**src/rtl/seg_scan_ctrl.sv**
```systemverilog
// Time-multiplexed seven-segment scan controller with a double-buffered image.
// Pending image is filled by the host; the active image swaps only at frame start.
module seg_scan_ctrl #(
  parameter int N_DIGIT = 8,
  parameter int DWELL   = 50000,
  parameter int BLANK   = 500
) (
  input  logic               clk,
  input  logic               rstn,
  input  logic               wr_valid,
  output logic               wr_ready,
  input  logic [31:0]        wr_value,
  input  logic [7:0]         wr_dot,
  input  logic [7:0]         wr_mask,
  input  logic               lz_blank,
  output logic [3:0]         digit,
  output logic               digitEnable,
  output logic               dot,
  output logic [N_DIGIT-1:0] sel,
  output logic               frame_start
);
  localparam int CMAX = (DWELL > BLANK) ? DWELL : BLANK;
  localparam int CW   = $clog2(CMAX + 1);
  localparam int IW   = (N_DIGIT > 1) ? $clog2(N_DIGIT) : 1;

  typedef enum logic {ST_BLANK, ST_SHOW} state_e;

  state_e                    state_q, state_d;
  logic [CW-1:0]             cnt_q, cnt_d;
  logic [IW-1:0]             idx_q, idx_d;
  logic [N_DIGIT-1:0]        sel_q, sel_d;
  logic [3:0]                digit_q, digit_d;
  logic                      en_q, en_d, dot_q, dot_d, fs_q, fs_d;

  logic                      pend_full_q;
  logic [N_DIGIT-1:0][3:0]   pend_val_q, act_val_q, img_val;
  logic [N_DIGIT-1:0]        pend_dot_q, pend_mask_q, act_dot_q, act_mask_q;
  logic [N_DIGIT-1:0]        img_dot, img_mask, supp;
  logic                      accept, commit;
  logic                      unused_wr;

  assign unused_wr = ^{wr_value, wr_dot, wr_mask};

  assign wr_ready = !pend_full_q;
  assign accept   = wr_valid && !pend_full_q;
  assign commit   = (state_q == ST_BLANK) && (cnt_q == CW'(BLANK - 1)) &&
                    (idx_q == '0) && pend_full_q;

  // The digit about to be shown must already see the image being committed.
  assign img_val  = commit ? pend_val_q  : act_val_q;
  assign img_dot  = commit ? pend_dot_q  : act_dot_q;
  assign img_mask = commit ? pend_mask_q : act_mask_q;

  for (genvar i = 0; i < N_DIGIT; i++) begin : g_supp
    if (i == 0) begin : g_lsd
      assign supp[i] = 1'b0;
    end else begin : g_hi
      assign supp[i] = lz_blank && ~|img_val[N_DIGIT-1:i];
    end
  end

  always_comb begin
    state_d = state_q;
    cnt_d   = cnt_q + CW'(1);
    idx_d   = idx_q;
    sel_d   = sel_q;
    digit_d = digit_q;
    en_d    = en_q;
    dot_d   = dot_q;
    fs_d    = 1'b0;
    unique case (state_q)
      ST_BLANK: if (cnt_q == CW'(BLANK - 1)) begin
        state_d = ST_SHOW;
        cnt_d   = '0;
        sel_d   = ~(N_DIGIT'(1) << idx_q);
        digit_d = img_val[idx_q];
        dot_d   = img_dot[idx_q];
        en_d    = img_mask[idx_q] && !supp[idx_q];
        fs_d    = (idx_q == '0);
      end
      ST_SHOW: if (cnt_q == CW'(DWELL - 1)) begin
        state_d = ST_BLANK;
        cnt_d   = '0;
        idx_d   = (idx_q == IW'(N_DIGIT - 1)) ? '0 : idx_q + IW'(1);
        sel_d   = '1;
        en_d    = 1'b0;
        dot_d   = 1'b0;
      end
      default: state_d = ST_BLANK;
    endcase
  end

  always_ff @(posedge clk or negedge rstn) begin
    if (!rstn) begin
      state_q <= ST_BLANK;
      cnt_q   <= '0;
      idx_q   <= '0;
      sel_q   <= '1;
      digit_q <= '0;
      en_q    <= 1'b0;
      dot_q   <= 1'b0;
      fs_q    <= 1'b0;
    end else begin
      state_q <= state_d;
      cnt_q   <= cnt_d;
      idx_q   <= idx_d;
      sel_q   <= sel_d;
      digit_q <= digit_d;
      en_q    <= en_d;
      dot_q   <= dot_d;
      fs_q    <= fs_d;
    end
  end

  always_ff @(posedge clk or negedge rstn) begin
    if (!rstn) begin
      pend_full_q <= 1'b0;
      pend_val_q  <= '0;
      pend_dot_q  <= '0;
      pend_mask_q <= '0;
      act_val_q   <= '0;
      act_dot_q   <= '0;
      act_mask_q  <= '0;
    end else if (commit) begin
      pend_full_q <= 1'b0;
      act_val_q   <= pend_val_q;
      act_dot_q   <= pend_dot_q;
      act_mask_q  <= pend_mask_q;
    end else if (accept) begin
      pend_full_q <= 1'b1;
      pend_val_q  <= wr_value[4*N_DIGIT-1:0];
      pend_dot_q  <= wr_dot[N_DIGIT-1:0];
      pend_mask_q <= wr_mask[N_DIGIT-1:0];
    end
  end

  assign sel         = sel_q;
  assign digit       = digit_q;
  assign digitEnable = en_q;
  assign dot         = dot_q;
  assign frame_start = fs_q;
endmodule
```
**config.mk**
```make
export PLATFORM = sky130hd
export DESIGN_NAME = seg_scan_ctrl
export DESIGN_NICKNAME = d
export VERILOG_FILES = /design/src/rtl/seg_scan_ctrl.sv
export SDC_FILE = /design/constraint.sdc
export NUM_CORES = 1
export LEC_CHECK = 0
export CORE_MARGIN = 2
export CORE_UTILIZATION = 56
export DETAILED_ROUTE_END_ITERATION = 8
export PLACE_DENSITY = 0.91
export SLEW_MARGIN = 20
export SYNTH_ARGS = -nofsm -noshare
export SYNTH_HDL_FRONTEND = slang
export SYNTH_SLANG_ARGS = --single-unit
export TNS_END_PERCENT = 5
```
**constraint.sdc**
```tcl
create_clock -name clk -period 4.1 [get_ports clk]
set_input_delay 0.82 -clock clk [delete_from_list [all_inputs] [get_ports clk]]
set_output_delay 0.82 -clock clk [all_outputs]
set_load 0.1 [all_outputs]
```
Word level (Yosys, flattened, before mapping)

Index checks and enable logic that the tools add are counted.

Add/sub/neg operators: 2
Magnitude comparators: 1
Eq/ne operators: 5
Shifts and indexed selects: 1
Multiplexer cells: 30
Bitwise operators: 3
Reduce and logical (&&, ||, !) cells: 34

Operator list:

| operator              | number |
|---|---|
| $mux 16               | 2 |
| $mux 32               | 1 |
| $mux 8                | 4 |
| $pmux 16 s2           | 1 |
| $reduce_or 28->1      | 1 |
| $reduce_or 24->1      | 1 |
| $reduce_or 20->1      | 1 |
| $add 16x1->16 const B | 1 |
| $eq 16x16->1 const B  | 1 |
| $eq 16x9->1 const B   | 1 |
| $pmux 8 s2            | 1 |
| $reduce_or 16->1      | 1 |
| $bmux 4 s3            | 1 |
| $logic_and 1x1->1     | 12 |
| $mux 1                | 12 |
| $reduce_or 12->1      | 1 |
| $bmux 1 s3            | 3 |
| $logic_not 1->1       | 9 |
| $not 8->8             | 1 |
| $reduce_and 2->1      | 4 |
| $reduce_or 8->1       | 1 |
| $shl 1x3->8 const A   | 1 |
| $pmux 1 s2            | 3 |
| $lt 3x4->1 const B    | 1 |
| 9 further kinds       | 11 |

Register bits: 132
Input port bits: 52
Output and inout bits: 16
Logic and storage cells: 105

Depth between registers and ports, before layout

Gate-level depths: netlist (run 1).

Depth in word-level cells: 14
Mapped depth: 12
Mapped depth without buffers: 8

Least setup slack after synthesis (run 1)

OpenSTA, ideal clock, no wires.

Kind: register -> register
Start: register idx_q[1]
End: register dot_q (netlist: dot)
Library setup time: 0.123 ns
Arrival: 2.738 ns
Data required time: 3.977 ns
Slack: 1.239 ns
Cell stages (with the launch flop): 11
Buffers on the path: 2
Period minus slack after synthesis: 2.861 ns
Cells stage by stage: dfrtp_1 -> inv_1 -> buf_1 -> ha_1 -> and3_1 -> nand3_2 -> buf_6 -> mux4_2 -> mux4_2 -> nand2_1 -> nand2_1

Word-level cells in the longest chain between the ends: 8

Ends and longest elaborated chain:

| item                             | RTL line | text |
|---|---|---|
| start, declared                  | 30       | `logic [IW-1:0] idx_q, idx_d;` |
| start signal, assigned           | 106      | `idx_q <= idx_d;` |
| $logic_not 3->1                  | 47       | `(idx_q == '0) && pend_full_q;` |
| $logic_and 1x1->1                | 46       | `assign commit = (state_q == ST_BLANK) && (cnt_q == CW'(BLANK - 1)) &&` |
| $logic_and 1x1->1                | 47       |  |
| $mux 8                           | n/a      |  |
| $bmux 1 s3 (*)                   | 77       | `dot_d = img_dot[idx_q];` |
| $mux 1 (implied by the code) (*) | 77       |  |
| $mux 1 (*)                       | 72       | `ST_BLANK: if (cnt_q == CW'(BLANK - 1)) begin` |
| $pmux 1 s2 (*)                   | 71       | `unique case (state_q)` |
| end signal, assigned             | 110      | `dot_q <= dot_d;` |
| end, declared                    | 33       | `logic en_q, en_d, dot_q, dot_d, fs_q, fs_d;` |

Every way passes the cells marked *; elsewhere a longest branch is shown, timed or not. The select of a mux whose other input is x is not followed.
A chain may end at the register's enable or synchronous reset.

==> results of run 1 <==
[kinds of logic after synthesis]
logic type      Yosys count
xor+xnor                 13
flops                   132
mux                     111
compound gates           24
simple gates            161
fa+ha+maj                 7
buf+inv                  27
[worst max-delay path, delay by kind of cell, from the launching register on]
family / cells / cell delay, ns
compound gates: 1 / 0.15
mux: 3 / 0.84
buf+inv: 1 / 0.39
simple gates: 3 / 1.43
flops: 1 / 0.40
[state kept, by name (all words and copies together), names as in the netlist]
register	flops
act_dot_q	8
act_mask_q	8
act_val_q	32
cnt_q	16
digit	4
digitEnable	1
dot	1
frame_start	1
idx_q	3
pend_dot_q	8
pend_full_q	1
pend_mask_q	8
pend_val_q	32
sel	8
state_q	1
[area by class of cell]
| cell class | count | share of cell area [%] |
|---|---|---|
| clock buffers | 19 | 5.85 |
| clock inverters | 13 | 2.32 |
| inverters | 6 | 0.305 |
| multi-input cells | 316 | 34.2 |
| flip-flops and latches | 132 | 44.9 |
| well taps | 136 | 2.31 |
| repair buffers | 74 | 10.1 |
[per-layer routing]
metal | vias to the layer above | GRT usage, % | part of all wire (%)
met4 | 0 | 13.9 | 4.1
met3 | 61 | 5.65 | 6.5
li1 | 1842 | - | -
met1 | 2109 | 32.3 | 39
met2 | 214 | 42.1 | 51
met5 | - | 0 | 0
[cells in the mapped netlist (6+ instances only)]
cell	count
buf_1	6
clkbuf_1	10
dfrtp_1	124
dfstp_2	8
ha_1	7
mux2_2	91
mux2i_1	7
mux4_2	13
nand2_1	74
nand3_1	15
nor2_1	29
nor4_1	16
xnor2_1	8
[metrics by stage]
step                setup WS (ns)  cell area, µm²  power (mW)
floorplan                    1.24            5940        1.47
global placement            0.894            6770        1.57
detailed placement          0.761            6770        1.57
CTS                         0.710            7380        3.11
global route                0.542            7380        3.18
finish                      0.707            7380        3.09
[power by group through the flow]
stage | Combinational [mW] | Clock (mW) | Sequential, mW
after floorplan | 0.0597 | 0 | 1.41
final | 0.144 | 1.54 | 1.41
after global placement | 0.139 | 0 | 1.43
after detailed placement | 0.145 | 0 | 1.43
after CTS | 0.147 | 1.55 | 1.41
after global routing | 0.158 | 1.61 | 1.42
[worst paths after layout]
check | to | from | cells past startpoint
min in group clk | act_dot_q[1] | act_dot_q[1] | 2
worst min register to register | act_dot_q[1] | act_dot_q[1] | 2
worst max-delay path | digit[3] | cnt_q[11] | 8
worst min-delay path | pend_dot_q[1] | rstn | 2
max in group asynchronous | act_val_q[11] | rstn | 2
worst max register to register | digit[3] | cnt_q[11] | 8
==> impl_metrics.ini, run 1 <==
[worst_setup_path]
crit_top_cell = mux2_2
worst-setup-path-type = flip-flop to flip-flop
endpoint_kind = flip-flop
cp.required_ns = 4.49
crit_slowest_cell = or4_1
crit_fanout = 38
arrival_ns = 3.78
worstSetupStartpointType = flip-flop
slowest_delay_ns = 0.66
regToRegSetupSlack_ns = 0.71
worstPathCellList = or4_1 -> nor4_4 -> nand3_2 -> buf_12 -> mux2_2 -> mux2_2 -> mux2i_1 -> o211ai_1

[clock_tree]
cts_buffers = 17
cts_hold_buf = 0
cts_resized = 0
cts.clk_slew.worst_paths_ns = 0.06
cts_setup_buffers = 0
clockBufferDepth = 2
numClockSinks = 132
htreeDepth = 4
cts-root-buf = clkbuf_8
cts_tree = built
clk_latency_ns = 0.52

[sta]
finalMaxSlewViolations = 0
worst_pin_slew_ns = 0.990
fin_setup_tns_ns = 0
fin_skew_ns = 0.00951
max_freq_ghz = 0.295
fin_hold_ws_ns = 0.399
setup_viol = 0
slew_headroom_pct = 33.8
post-route-period-util_pct = 82.7
finalHoldViolations = 0
min_period_ns = 3.39
rsz0062_at_grt = false

[synthesis]
yosysSeqAreaShare_pct = 55.8
syn_avg_cell_area_um2 = 12.5
synth.area.mux_share_pct = 23.4
synth_seq_cells = 132
yosys.area.top_type = dfrtp_1
synth_fa_ha_area_share_pct = 1.47
synth_compound_area_share_pct = 2.78
synth_area_leaders = dfrtp_1 (52%), mux2_2 (17%), mux4_2 (4.9%)
synth_edf_count = 0
synthFlopType = dfrtp_1
synth_cell_types = 45
syn_inst = 475
async_flop_share_pct = 100
syn_area_mm2 = 0.00594
yosys.area_share.simple_pct = 12.8
synth_top_area_share_pct = 52.2
ys_warn_count = 0
synth_fp_nets = 534
synth_xor_area_share_pct = 1.92
synth_top_family_by_area = multiplexers

[finish]
final_common_cell = dfrtp_1
drive_gt1_share_pct = 28.0
multi_input_area_mm2 = 0.00252
regArea_mm2 = 0.00331
fillers = 631
diodes = 0
final_cell_mix = dfrtp_1 (124), mux2_2 (91), nand2_1 (74)
fin_nets = 606
synthToLayoutAreaGrowth_pct = 24.2
final_cell_count_no_fill = 696
utilization_pct = 71.5

[run_status]
status = finished, final reports clean

[drt]
remaining_drc_errors = 0
wl_per_cell_um = 19.7
first_iter_violations = 286
wirelength_um = 13700
drt_pass1_iterations = 5
final_antenna_net_count = 0
via_count = 4226
avgViaCountPerCell = 6.07

[global_routing]
overflow = 0
grt_pass1_vias = 4376
grt_max_degree = 133
grt_pass1_wl_um = 22300
antenna_found_initial = 0
grt_usage_pct = 25.8

[power_and_ir_drop]
p_per_area_mw_per_mm2 = 419
power_frac_seq_pct = 45.6
swShare_pct = 22.2
p_int_mw = 2.40
p_sw_mw = 0.687
pwr-share-clk_pct = 49.7
leakage_nw = 3.32
comb_power_share_pct = 4.6
peakVddDrop_v = 0.000214

[flow_run]
max_cap_violations = 0

[die]
die_w_um = 107
num_io_pins = 68
core_mm2 = 0.0103
start_util_pct = 57.6
die_area_mm2 = 0.0115
die_y_um = 107
fp-row-count = 37

[placement]
hpwl_um = 8690
portBuffers = 67
dpl.cell_count = 664
place.gp.congestion = 0.885

[worst_hold_path]
hold_path.class = input port to asynchronous set/reset pin
Power figures use the tool's default switching activity.
==> run 2: changes to the inputs <==
==> constraint.sdc (replaced) <==
create_clock -name clk -period 3.55 [get_ports clk]
set_input_delay 0.71 -clock clk [delete_from_list [all_inputs] [get_ports clk]]
set_output_delay 0.71 -clock clk [all_outputs]
set_load 0.1 [all_outputs]
==> run 2 against run 1 <==
  * Clock-buffer cell count grew 1
  * Sequential power grew 16%
  * Fmax grew 6.8%
  * Non-clock buffer count grew 7
  * Critical endpoint is now digit[1]
==> impl_metrics.ini, run 2 (synthesis results as in run 1) <==
[run_status]
status = finished, final reports clean

[die]
num_io_pins = 68
start_util_pct = 57.6
die_area_mm2 = 0.0115
fp-row-count = 37
die_w_um = 107
core_mm2 = 0.0103
die_y_um = 107

[finish]
regArea_mm2 = 0.00331
utilization_pct = 72.1
diodes = 0
drive_gt1_share_pct = 30.3
final_cell_mix = dfrtp_1 (124), mux2_2 (91), nand2_1 (74)
multi_input_area_mm2 = 0.00252
final_common_cell = dfrtp_1
largestRegisters = act_val_q: 32 flops, pend_val_q: 32 flops, cnt_q: 16 flops
synthToLayoutAreaGrowth_pct = 25.3
fillers = 660
fin_nets = 613

[sta]
rsz0062_at_grt = false
worst_pin_slew_ns = 0.985
min_period_ns = 3.18
finalHoldViolations = 0
setup_viol = 0
fin_setup_tns_ns = 0
fin_hold_ws_ns = 0.299
max_freq_ghz = 0.315
slew_headroom_pct = 34.2
fin_skew_ns = 0.00726
post-route-period-util_pct = 89.5
finalMaxSlewViolations = 0

[clock_tree]
clockBufferDepth = 2
cts_buffers = 17
cts_setup_buffers = 0
cts_tree = built
cts.clk_slew.worst_paths_ns = 0.06
clk_latency_ns = 0.53
numClockSinks = 132
htreeDepth = 4
cts_hold_buf = 0
cts-root-buf = clkbuf_8
cts_resized = 0

[drt]
wirelength_um = 13900
drt_pass1_iterations = 5
first_iter_violations = 324
avgViaCountPerCell = 5.96
final_antenna_net_count = 0
via_count = 4189
remaining_drc_errors = 0
wl_per_cell_um = 19.8

[power_and_ir_drop]
swShare_pct = 21.0
p_int_mw = 2.91
comb_power_share_pct = 4.5
pwr-share-clk_pct = 51.1
power_frac_seq_pct = 44.3
peakVddDrop_v = 0.000333
p_sw_mw = 0.771
leakage_nw = 3.39
p_per_area_mw_per_mm2 = 495

[global_routing]
grt_max_degree = 69
grt_pass1_wl_um = 22800
grt_usage_pct = 26.2
antenna_found_initial = 0
overflow = 0
grt_pass1_vias = 4465

[worst_setup_path]
cp.required_ns = 3.95
crit_fanout = 16
worst-setup-path-type = flip-flop to flip-flop
worstSetupStartpointType = flip-flop
arrival_ns = 3.58
endpoint_kind = flip-flop

[worst_hold_path]
hold_path.class = input port to asynchronous set/reset pin

[placement]
place.gp.congestion = 0.871
hpwl_um = 8970
portBuffers = 67

[flow_run]
max_cap_violations = 0
==> run 2: per-stage QoR <==
| stage | worst slack (ns) | total power [mW] | instances | area [µm²] |
|---|---|---|---|---|
| floorplan | 0.689 | 1.70 | 475 | 5940 |
| global placement | 0.536 | 1.81 | 671 | 6800 |
| detailed placement | 0.432 | 1.82 | 671 | 6800 |
| CTS | 0.374 | 3.70 | 703 | 7440 |
| global route | 0.245 | 3.79 | 703 | 7440 |
| finish | 0.374 | 3.68 | 703 | 7440 |
==> run 2: path summary, 6_finish.rpt <==
path	start	to	slack (ns)	cells past startpoint
hold / removal	rstn	act_dot_q[1]	0.30	1
hold reg to reg	act_mask_q[1]	act_mask_q[1]	0.46	2
setup reg to reg	cnt_q[9]	digit[1]	0.37	8
min in group clk	act_mask_q[1]	act_mask_q[1]	0.46	2
max in group asynchronous	rstn	sel[1]	2.46	2
setup / recovery	cnt_q[9]	digit[1]	0.37	8
==> run 2: layer usage <==
layer | up-vias | global-route usage, % | routed length [µm]
li1 | 1851 | - | -
met1 | 2107 | 32.0 | 5590
met2 | 200 | 45.1 | 7240
met3 | 31 | 7.48 | 849
met4 | 0 | 8.35 | 245
met5 | - | 0 | 0
==> run 2: area by class of cell <==
cell class,instances,area share (%)
Clock buffer,20,5.85
Clock inverter,12,2.74
Inverter,6,0.303
Multi-Input combinational cell,316,33.9
Sequential cell,132,44.5
Tap cell,136,2.29
Timing Repair Buffer,81,10.4
==> run 2: worst max-delay path: stages (launching register included) <==
cell      delay [ns]
dfrtp_1         0.46
or4_4           0.59
nor4_4          0.31
nand3_2         0.37
buf_4           0.36
mux2_2          0.31
mux4_2          0.48
nand2_1         0.08
o211ai_1        0.08
==> run 2: power by group through the flow <==
stage / clock, mW / combinational (mW) / sequential (mW)
3_5_place_dp: 0 / 0.168 / 1.65
5_1_grt: 1.97 / 0.183 / 1.64
4_1_cts: 1.90 / 0.170 / 1.63
2_1_floorplan: 0 / 0.0690 / 1.63
3_3_place_gp: 0 / 0.161 / 1.65
6_report: 1.88 / 0.167 / 1.63
